## src/rtl/systolic_feeder.sv

```systemverilog
// Upstream sequencer for the 2x2 systolic array: weight registers, input-vector
// FIFO, skewed operand/start issue and per-vector result capture.
module systolic_feeder #(
  parameter int DATA_W    = 16,
  parameter int VEC_DEPTH = 8,
  parameter int PE_LAT    = 1
) (
  input  logic              clk,
  input  logic              reset,
  input  logic              w_we,
  input  logic [1:0]        w_sel,
  input  logic [DATA_W-1:0] w_data,
  input  logic              v_valid,
  output logic              v_ready,
  input  logic [DATA_W-1:0] v_x1,
  input  logic [DATA_W-1:0] v_x2,
  input  logic              go,
  output logic              busy,
  output logic [DATA_W-1:0] a11,
  output logic [DATA_W-1:0] a12,
  output logic [DATA_W-1:0] a21,
  output logic [DATA_W-1:0] a22,
  output logic [DATA_W-1:0] b1,
  output logic [DATA_W-1:0] b2,
  output logic [DATA_W-1:0] prev_operand,
  output logic              start_PE11,
  output logic              start_PE12,
  output logic              start_PE21,
  output logic              start_PE22,
  output logic              clear,
  input  logic [DATA_W-1:0] result_row1,
  input  logic [DATA_W-1:0] result_row2,
  output logic              res_valid,
  output logic [DATA_W-1:0] res_y1,
  output logic [DATA_W-1:0] res_y2
);

  localparam int AW      = (VEC_DEPTH > 1) ? $clog2(VEC_DEPTH) : 1;
  localparam int CW      = AW + 1;
  localparam int SH_LEN  = 3 + PE_LAT;
  localparam int Y1_TAP  = 1 + PE_LAT;
  localparam int OUT_TAP = 2 + PE_LAT;

  typedef enum logic [1:0] {IDLE, CLR, ISSUE, DRAIN} state_t;

  state_t            state;
  logic [DATA_W-1:0] mem_x1 [VEC_DEPTH];
  logic [DATA_W-1:0] mem_x2 [VEC_DEPTH];
  logic [AW-1:0]     wr_ptr;
  logic [AW-1:0]     rd_ptr;
  logic [CW-1:0]     count;
  logic [CW-1:0]     count_next;
  logic              push;
  logic              pop;
  logic [SH_LEN-1:0] iss_sh;
  logic [DATA_W-1:0] x2_pend;
  logic [DATA_W-1:0] y1_hold;

  // A full FIFO still accepts a push in a cycle where it is also popping.
  assign pop     = (state == ISSUE) && (count != '0);
  assign v_ready = (count != CW'(VEC_DEPTH)) || pop;
  assign push    = v_valid && v_ready;

  assign prev_operand = '0;

  // iss_sh[k] is high k cycles after a vector's first-stage cycle.
  assign start_PE11 = iss_sh[0];
  assign start_PE12 = iss_sh[1];
  assign start_PE21 = iss_sh[1];
  assign start_PE22 = iss_sh[2];

  always_comb begin
    count_next = count;
    if (push && !pop)
      count_next = count + CW'(1);
    else if (!push && pop)
      count_next = count - CW'(1);
  end

  always_ff @(posedge clk) begin
    if (push) begin
      mem_x1[wr_ptr] <= v_x1;
      mem_x2[wr_ptr] <= v_x2;
    end
  end

  always_ff @(posedge clk or negedge reset) begin
    if (!reset) begin
      state     <= IDLE;
      busy      <= 1'b0;
      clear     <= 1'b0;
      wr_ptr    <= '0;
      rd_ptr    <= '0;
      count     <= '0;
      a11       <= '0;
      a12       <= '0;
      a21       <= '0;
      a22       <= '0;
      b1        <= '0;
      b2        <= '0;
      x2_pend   <= '0;
      iss_sh    <= '0;
      y1_hold   <= '0;
      res_valid <= 1'b0;
      res_y1    <= '0;
      res_y2    <= '0;
    end else begin
      if (push)
        wr_ptr <= wr_ptr + AW'(1);
      if (pop)
        rd_ptr <= rd_ptr + AW'(1);
      count <= count_next;

      if (w_we && state == IDLE) begin
        case (w_sel)
          2'd0:    a11 <= w_data;
          2'd1:    a12 <= w_data;
          2'd2:    a21 <= w_data;
          default: a22 <= w_data;
        endcase
      end

      // x2 trails x1 by one cycle to give the array its skew.
      iss_sh <= {iss_sh[SH_LEN-2:0], pop};
      if (pop) begin
        b1      <= mem_x1[rd_ptr];
        x2_pend <= mem_x2[rd_ptr];
      end
      if (iss_sh[0])
        b2 <= x2_pend;

      if (iss_sh[Y1_TAP])
        y1_hold <= result_row1;
      res_valid <= iss_sh[OUT_TAP];
      if (iss_sh[OUT_TAP]) begin
        res_y1 <= y1_hold;
        res_y2 <= result_row2;
      end

      clear <= 1'b0;
      case (state)
        IDLE: begin
          if (go && count != '0) begin
            state <= CLR;
            busy  <= 1'b1;
            clear <= 1'b1;
          end
        end
        CLR: state <= ISSUE;
        ISSUE: begin
          if (count_next == '0)
            state <= DRAIN;
        end
        default: begin
          // The last result beat is on the outputs once the shift line empties.
          if (iss_sh == '0) begin
            state <= IDLE;
            busy  <= 1'b0;
          end
        end
      endcase
    end
  end

endmodule

```

## config.mk

```make
export PLATFORM = sky130hd
export DESIGN_NAME = systolic_feeder
export DESIGN_NICKNAME = d
export VERILOG_FILES = /design/src/rtl/systolic_feeder.sv
export SDC_FILE = /design/constraint.sdc
export NUM_CORES = 1
export LEC_CHECK = 0
export ABC_AREA = 0
export CORE_UTILIZATION = 49
export CTS_CLUSTER_DIAMETER = 60
export DETAILED_ROUTE_END_ITERATION = 8
export PLACE_DENSITY = 0.81
export REMOVE_ABC_BUFFERS = 1
export SETUP_SLACK_MARGIN = 0.02
export SLEW_MARGIN = 25
export SYNTH_ARGS = -nofsm -noshare
export SYNTH_HDL_FRONTEND = slang
export SYNTH_SLANG_ARGS = --single-unit
```

## constraint.sdc

```tcl
create_clock -name clk -period 4.3 [get_ports clk]
set_input_delay 1.075 -clock clk [delete_from_list [all_inputs] [get_ports clk]]
set_output_delay 1.075 -clock clk [all_outputs]
set_load 0.02 [all_outputs]
```

== Word-level counts from Yosys, hierarchy flattened ==
Memories as Yosys holds them, arrays and structs flattened. A register that Yosys moved wholly into a read port is not among the register bits.
Index checks and enable logic that the tools add are counted.

* Bitwise gates (word level): 2
* Equality and inequality tests: 7
* Multiplexer cells: 13
* Reductions and logical operators: 26
* Add/subtract/negate cells: 4

{| class="wikitable"
|+ Operator list
! cell !! count
|-
| logical NOT 4 bit || 2
|-
| 2-to-1 mux 4 bit || 2
|-
| AND reduction 2 bit || 4
|-
| nonzero test 4 bit || 2
|-
| adder 3 x 1 -> 3 bit, second input constant || 2
|-
| logical AND 1 bit || 6
|-
| 2-to-1 mux 1 bit || 6
|-
| 2-to-1 mux 2 bit || 3
|-
| one-hot mux 2 bit (3 select lines) || 1
|-
| AND reduction 3 bit || 2
|-
| adder 4 x 1 -> 4 bit, second input constant || 1
|-
| equality test 2 x 1 -> 1 bit, second input constant || 2
|-
| equality test 2 bit, second input constant || 2
|-
| logical NOT 1 bit || 4
|-
| logical NOT 2 bit || 2
|-
| inequality test 2 x 1 -> 1 bit, second input constant || 2
|-
| inequality test 4 bit, second input constant || 1
|-
| subtractor 4 x 1 -> 4 bit, second input constant || 1
|-
| OR reduction 3 bit || 1
|-
| inverter 1 bit || 2
|-
| one-hot mux 1 bit (2 select lines) || 1
|-
| nonzero test 2 bit || 1
|-
| OR reduction 2 bit || 1
|-
| logical OR 1 bit || 1
|}

* Logic and storage cells: 70
* Memories: 2
* Register bits: 147
* Memory bits (writable): 256

{| class="wikitable"
|+ Memories
! name !! depth !! bits a word !! rd ports !! clocked after Yosys merged registers in !! wr ports !! RTL line !! source
|-
| mem_x1 || 8 || 16 || 1 || 1 || 1 || 47 || <nowiki>logic [DATA_W-1:0] mem_x1 [VEC_DEPTH];</nowiki>
|-
| mem_x2 || 8 || 16 || 1 || 1 || 1 || 48 || <nowiki>logic [DATA_W-1:0] mem_x2 [VEC_DEPTH];</nowiki>
|}

== Logic depth before layout (Yosys ltp) ==
Gate-level depths: netlist of the first run.

* Depth in word-level cells: 11
* Gate-level depth with buffers: 9

== Least setup slack after synthesis of the first run ==
No wires, ideal clock.

* Path type: reg2reg
* Start point: register count[1]
* End point: memory mem_x1[0][0] (enable)
* Cell stages (with the launch flop): 9
* Setup time: 0.461 ns
* Period minus slack after synthesis: 4.256 ns
* Required time: 3.839 ns
* Path buffers: 1
* Arrival time: 3.795 ns
* Slack: 0.044 ns
* Path through: dfrtp_1 -> inv_1 -> ha_1 -> nand2b_1 -> buf_2 -> or3b_1 -> nand2_1 -> or2_1 -> nor3_1

* Longest elaborated chain between the ends: 6
* Elaborated cells on any way between the ends: 7
* Those cells by class: eq/ne (1); mux (2); reduce/logical (4)

{| class="wikitable"
|+ RTL lines
! element !! RTL line !! source
|-
| start, declared || 51 || <nowiki>logic [CW-1:0] count;</nowiki>
|-
| start signal, assigned || 112 || <nowiki>count <= count_next;</nowiki>
|-
| nonzero test 4 bit || 60 || <nowiki>assign pop = (state == ISSUE) && (count != '0);</nowiki>
|-
| logical AND 1 bit || 60 ||
|-
| logical OR 1 bit (*) || 61 || <nowiki>assign v_ready = (count != CW'(VEC_DEPTH)) || pop;</nowiki>
|-
| net v_ready || 14 || <nowiki>output logic v_ready,</nowiki>
|-
| logical AND 1 bit (*) || 62 || <nowiki>assign push = v_valid && v_ready;</nowiki>
|-
| 2-to-1 mux 1 bit (*) || 81 || <nowiki>if (push) begin</nowiki>
|-
| 2-to-1 mux 1 bit (implied by the code) (*) || 82 || <nowiki>mem_x1[wr_ptr] <= v_x1;</nowiki>
|-
| end, declared || 47 ||
|}

The timed path passes the listed nets; every way through them passes the cells marked *.

== Final worst setup path of the first run ==
* Start point: register count[1]
* End point: output port v_ready

* Longest elaborated chain between the ends: 3
* Elaborated cells on any way between the ends: 4
* Those cells by class: eq/ne (1); reduce/logical (3)

{| class="wikitable"
|+ RTL lines
! element !! RTL line
|-
| nonzero test 4 bit || 60
|-
| logical AND 1 bit || 60
|-
| logical OR 1 bit (*) || 61
|-
| end, declared || 14
|}

Mark *: on every way between the ends. The rest lies on a longest branch, timed or not.

==> reports/results.ini, run 1 <==
[grt]
grt_pass1_wl_um=54400
grtUsageMet1=0.277
grt.total_usage=0.206
grt-busiest-layer=met2
grt_overflow_total=0
antenna_found_initial=2
grt_max_degree=99
grt_pass1_vias=8967
use_met2=0.342
use_met3=0.0369

[finish]
final_util=0.625
instances_no_fill=1618
synthToLayoutAreaGrowth_pct=25.8
drive_gt1_frac=0.174
multi_input_area_um2=4260
fillers=2339
nNetsFinal=1230
seqCellArea_um2=12200
stdcell_area_um2=21000

[clock_tree]
root_buffer=clkbuf_16
cts_buffer_depth=3
worstSkewPairLatency_ns=0.53
htree_levels=2
ctsResizeCount=0
cts_num_sinks=435
clk_pin_slew_ns=0.06
cts_buffers=43
cts_tree=done
cts_hold_buffers=0
postCtsSetupRepairBufs=0

[die]
rows=67
die_h_um=186
die_area_um2=34700
core_um2=33500
start_util=0.497
io_pins=239
die_w_um=186

[routing]
vias=8789
ant_nets=0
viasPerCell=5.43
wl_um=35200
dr.first_iter.drc_count=719
drc=0
wl_per_cell_um=21.7
first_pass_iters=5

[power_and_ir_drop]
power_density_nw_per_um2=743
p_leak_nw=7.79
vdd_drop_max_mv=0.421
power_mw=15.6

[setup_path]
path_class=reg -> out
crit_path_start_kind=flop
crit_path_cell_trace=inv_1 -> ha_1 -> nand2b_1 -> or3b_1 -> clkdlybuf4s50_1
reg2reg_from=count[1]
slowest_delay_ns=0.58
startpoint=count[1]
endpoint_kind=output pin
cp.arrival_ns=2.65
cp_data_required_time_ns=3.22
cp_max_fo=9
critPathSlowestCell=clkdlybuf4s50_1

[yosys]
ys_seq_area_frac=0.730
synthCells=886
synthFlopType=edfxtp_1
yosysWarnings=0
yosys-top-cells-count=256 x edfxtp_1, 179 x dfrtp_1, 103 x mux2_1, 64 x mux4_2, 47 x nand2_1
synth.distinct_cells=53
ys_ff_latch=435
synth-edff-count=256
syn_area_um2=16700
yosysMostFrequentCell=edfxtp_1
yosys.area.top_type=edfxtp_1
avgSynthCellArea_um2=18.8
synth_area_leaders=edfxtp_1 46%, dfrtp_1 27%, mux4_2 8.7%
synthArstFlopShare=0.411
yosysTopAreaCellShare=0.461

[timing]
hold_viol_final=0
whs_ns=0.419
slew_headroom=0.377
fmax_mhz=269
setup_violations=0
period_minus_slack_ns=3.72
clock_skew_ns=0.0161
fin_setup_tns_ns=0
fin_ws_ns=0.578
fin_crit_sh=0.866
drv_slew=0
rsz0062_at_grt=no
worst_slew_pin_slew_ns=0.932

[place]
gp_routability_congestion=0.810
place_area_um2=19500
dp_hpwl_um=22800
pre_cts_slack_ns=0.760
portBuffers=222
dp.cells=1538

[run_status]
status=finished clean

[hold_path]
worstHoldStart=iss_sh[1]
min_path_type=reg -> reg

[flow_run]
drv_cap=0

## area by class of cell
| cell class | instances | share of cell area |
|---|---|---|
| antenna | 2 | 0.000239 |
| clock buffer | 62 | 0.0602 |
| clock inverter | 16 | 0.00830 |
| inverter | 11 | 0.00197 |
| multi-input combinational | 396 | 0.203 |
| sequential | 435 | 0.581 |
| tap | 448 | 0.0268 |
| timing repair buffer | 248 | 0.118 |
## placed cells by master, fill, tap and decap left out, types with 2 or more instances in the layout
cell type and n:
dfrtp_4 2, a211oi_1 2, o21ai_1 34, nor2_4 6
dfrtp_1 176, buf_12 4, diode_2 2, nor3_2 3
nand2_1 47, inv_1 9, mux2_1 103, a21oi_1 2
buf_4 22, xnor2_1 4, ha_1 8, clkinv_1 5
mux2_2 26, conb_1 16, edfxtp_1 256, nand3_1 2
o22ai_1 2, nand4b_1 2, clkdlybuf4s50_1 221, clkbuf_8 6
inv_2 2, a31oi_1 2, mux4_2 64, nand2b_1 3
bufinv_16 4, o311ai_2 2, nor2_1 7, clkbuf_16 46
nand4_1 3, clkinv_2 7, mux2i_1 33, clkbuf_1 11
## critical path: cells and delay by family, from the launching register on
family / cells / cell delay (ns)
buf+inv: 2 / 0.67
fa+ha+maj: 1 / 0.22
simple gates: 2 / 0.76
flops: 1 / 0.46
## where the power goes
part,internal [mW],switching (mW)
Clock,2.27,1.49
Sequential,5.67,0.809
Combinational,2.69,2.64
Total,10.6,4.94
## flip-flops by register name, indices dropped and copies added, names as in the netlist, 2 cells and up
name     flops
res_y1      16
a21         16
rd_ptr       3
y1_hold     16
x2_pend     16
mem_x2     128
b1          16
wr_ptr       3
count        4
res_y2      16
a22         16
a12         16
iss_sh       4
state        2
a11         16
mem_x1     128
b2          16
## logic make-up after synthesis
family,Yosys count,share of synthesized area
xor gates and xnor gates,5,0.00263
DFF,435,0.730
muxes,226,0.194
buffers and inverters,70,0.0215
AOI/OAI and AO/OA,56,0.0219
adders and majority gates,9,0.00661
and+or+nand+nor,84,0.0232
other,1,0.000225
## metal layers
metal  wire [um]  vias to the layer above
li1            -                     3872
met1       14400                     4497
met2       17800                      368
met3        2170                       52
met4         788                        0
met5           0                        -
## path summary, 6_finish.rpt
kind | endpoint | slack, ns | depth (start not counted)
min in group asynchronous | a12[1] | 0.64 | 1
hold / removal | iss_sh[2] | 0.42 | 0
setup / recovery | v_ready | 0.58 | 5
setup reg to reg | mem_x1[4][15] | 1.31 | 8
hold reg to reg | iss_sh[2] | 0.42 | 0
max in group asynchronous | res_y2[5] | 2.78 | 2
No activity file was read; power rests on OpenSTA's default activity.
==> run 2, diff against run 1 <==
CORE_MARGIN = 2   (was not set)
CTS_CLUSTER_SIZE = 20   (was not set)
==> run 2 against run 1 <==
  * Setup slack got worse by 0.023 ns
  * Flip-flop and latch count unchanged
  * Clock power decreased by 29%
  * Critical path depth unchanged
  * Via count decreased by 1.6%
  * Design area decreased by 2.8%
  * Largest cell class unchanged
==> reports/results.ini, run 2 (synthesis results as in run 1) <==
[run_status]
status=finished clean  ; unchanged

[finish]
final_cell_mix=256 x edfxtp_1, 221 x clkdlybuf4s50_1, 176 x dfrtp_1  ; unchanged
stdcell_area_um2=20400  ; was 21000 um^2
synthToLayoutAreaGrowth_pct=22.2  ; was 25.8%
nNetsFinal=1210  ; was 1230
final_common_cell=edfxtp_1  ; unchanged
reg_top3=mem_x1 x128, mem_x2 x128  ; unchanged
drive_gt1_frac=0.152  ; was 0.174
diodes=0  ; was 2
final_util=0.607  ; was 0.625

[power_and_ir_drop]
vdd_drop_max_mv=0.407  ; was 0.421 mV
p_leak_nw=7.48  ; was 7.79 nW
power_density_nw_per_um2=712  ; was 743 nW/um^2
clockPowerShare=0.184  ; was 0.242
intPower_mw=9.64  ; was 10.6 mW
seq_power_share=0.450  ; was 0.416
p_switching_mw=4.86  ; was 4.94 mW
pwr-share-comb=0.366  ; was 0.342
sw_frac_of_total=0.335  ; was 0.317

[timing]
fin_crit_sh=0.871  ; was 0.866
clock_skew_ns=0.0131  ; was 0.0161 ns
hold_viol_final=0  ; unchanged
worst_slew_pin_slew_ns=1.02  ; was 0.932 ns
fmax_mhz=267  ; was 269 MHz
setup_violations=0  ; unchanged
fin_setup_tns_ns=0  ; unchanged
rsz0062_at_grt=no  ; unchanged
period_minus_slack_ns=3.75  ; was 3.72 ns
fin_ws_ns=0.555  ; was 0.578 ns
drv_slew=0  ; unchanged
slew_headroom=0.321  ; was 0.377

[routing]
viasPerCell=5.46  ; was 5.43
drc=0  ; unchanged
first_pass_iters=4  ; was 5
ant_nets=0  ; unchanged
dr.first_iter.drc_count=626  ; was 719
vias=8644  ; was 8789
wl_um=35000  ; was 35200 um
wl_per_cell_um=22.1  ; was 21.7 um

[clock_tree]
postCtsSetupRepairBufs=0  ; unchanged
cts_buffer_depth=3  ; unchanged
ctsResizeCount=0  ; unchanged
cts_num_sinks=435  ; unchanged
clk_pin_slew_ns=0.08  ; was 0.06 ns
cts_hold_buffers=0  ; unchanged
root_buffer=clkbuf_16  ; unchanged
htree_levels=1  ; was 2
cts_buffers=29  ; was 43
cts_tree=done  ; unchanged
worstSkewPairLatency_ns=0.56  ; was 0.53 ns

[grt]
grt_overflow_total=0  ; unchanged
grt_max_degree=104  ; was 99
grt.total_usage=0.199  ; was 0.206
antenna_found_initial=0  ; was 2
grt_pass1_vias=9115  ; was 8967
grt_pass1_wl_um=54100  ; was 54400 um

[die]
core_um2=33500  ; unchanged
die_h_um=188  ; was 186 um
die_w_um=188  ; was 186 um
start_util=0.497  ; unchanged
die_area_um2=35500  ; was 34700 um^2
io_pins=239  ; unchanged
rows=67  ; unchanged

[setup_path]
ff2ff_path_depth=8  ; unchanged
critPathSlowestCell=clkdlybuf4s50_1  ; unchanged
reg2reg_from=count[1]  ; unchanged
endpoint_kind=output pin  ; unchanged
regToRegEndpoint=mem_x1[6][13]  ; was mem_x1[4][15]
path_class=reg -> out  ; unchanged
rrSetupSlack_ns=1.39  ; was 1.31 ns
crit_path_cell_trace=inv_1 -> ha_1 -> nand2b_1 -> or3b_1 -> clkdlybuf4s50_1  ; unchanged
crit_path_start_kind=flop  ; unchanged
critPathBufInv=2  ; unchanged
cp.arrival_ns=2.67  ; was 2.65 ns
cp_data_required_time_ns=3.22  ; about the same
cp_max_fo=9  ; unchanged
path_delay_family=simple AND/OR/NAND/NOR gates  ; unchanged
slowest_delay_ns=0.57  ; was 0.58 ns

[flow_run]
drv_cap=0  ; unchanged

[place]
pre_cts_slack_ns=0.805  ; was 0.760 ns
portBuffers=222  ; unchanged
gp_routability_congestion=0.838  ; was 0.810
dp_hpwl_um=23200  ; was 22800 um
place_area_um2=19500  ; about the same

[hold_path]
hold_path_end=iss_sh[2]  ; unchanged
hold-path-cell-count=0  ; unchanged
worstHoldStart=iss_sh[1]  ; unchanged
min_path_type=reg -> reg  ; unchanged

## run 2: final cells by class
class | count | area [um^2]
Clock inverter | 9 | 103
Clock buffer | 42 | 774
Multi-Input combinational cell | 396 | 4260
Sequential cell | 435 | 12200
Timing Repair Buffer | 242 | 2440
Fill cell | 2387 | 13200
Tap cell | 448 | 561
Inverter | 11 | 41.3
## run 2: stage by stage
| step | power, mW | std cells | hold WS, ns |
|---|---|---|---|
| after floorplan | 9.57 | 842 | 0.450 |
| after global placement | 11.8 | 1532 | 0.407 |
| after detailed placement | 12.0 | 1532 | 0.419 |
| after CTS | 14.7 | 1583 | 0.435 |
| after global routing | 15.3 | 1583 | 0.448 |
| final | 14.5 | 1583 | 0.431 |
## run 2: worst max-delay path by stage
| stage | startpoint | endpoint | slack, ns | depth (start not counted) |
|---|---|---|---|---|
| final | count[1] | v_ready | 0.55 | 5 |
| after floorplan | count[1] | mem_x1[0][0] | 0.04 | 7 |
| after detailed placement | v_valid | state[1] | 0.81 | 7 |
| after global placement | v_valid | mem_x1[3][3] | 0.85 | 4 |
| after global routing | count[1] | v_ready | 0.43 | 5 |
| after CTS | count[1] | v_ready | 0.55 | 5 |
## run 2: routing by layer
metal | vias up | track usage | share of wire
li1 | 3818 | - | -
met1 | 4491 | 0.252 | 0.40
met2 | 291 | 0.361 | 0.52
met3 | 44 | 0.0376 | 0.066
met4 | 0 | 0.0382 | 0.018
met5 | - | 0 | 0
## run 2: worst register-to-register path: stages (launching register included)
cell and delay (ns):
dfrtp_1 0.48, inv_1 0.08, ha_1 0.25, nand2b_1 0.31
or3b_1 0.26, nand2_1 0.12, or2_1 0.40, nor2_4 0.24
buf_4 0.41
## run 2: power groups by stage
stage | clock [mW] | sequential [mW] | combinational [mW]
after floorplan | 0 | 7.29 | 2.28
after global placement | 0 | 6.55 | 5.24
after detailed placement | 0 | 6.63 | 5.36
after CTS | 2.73 | 6.55 | 5.39
after global routing | 2.88 | 6.69 | 5.70
final | 2.66 | 6.53 | 5.31
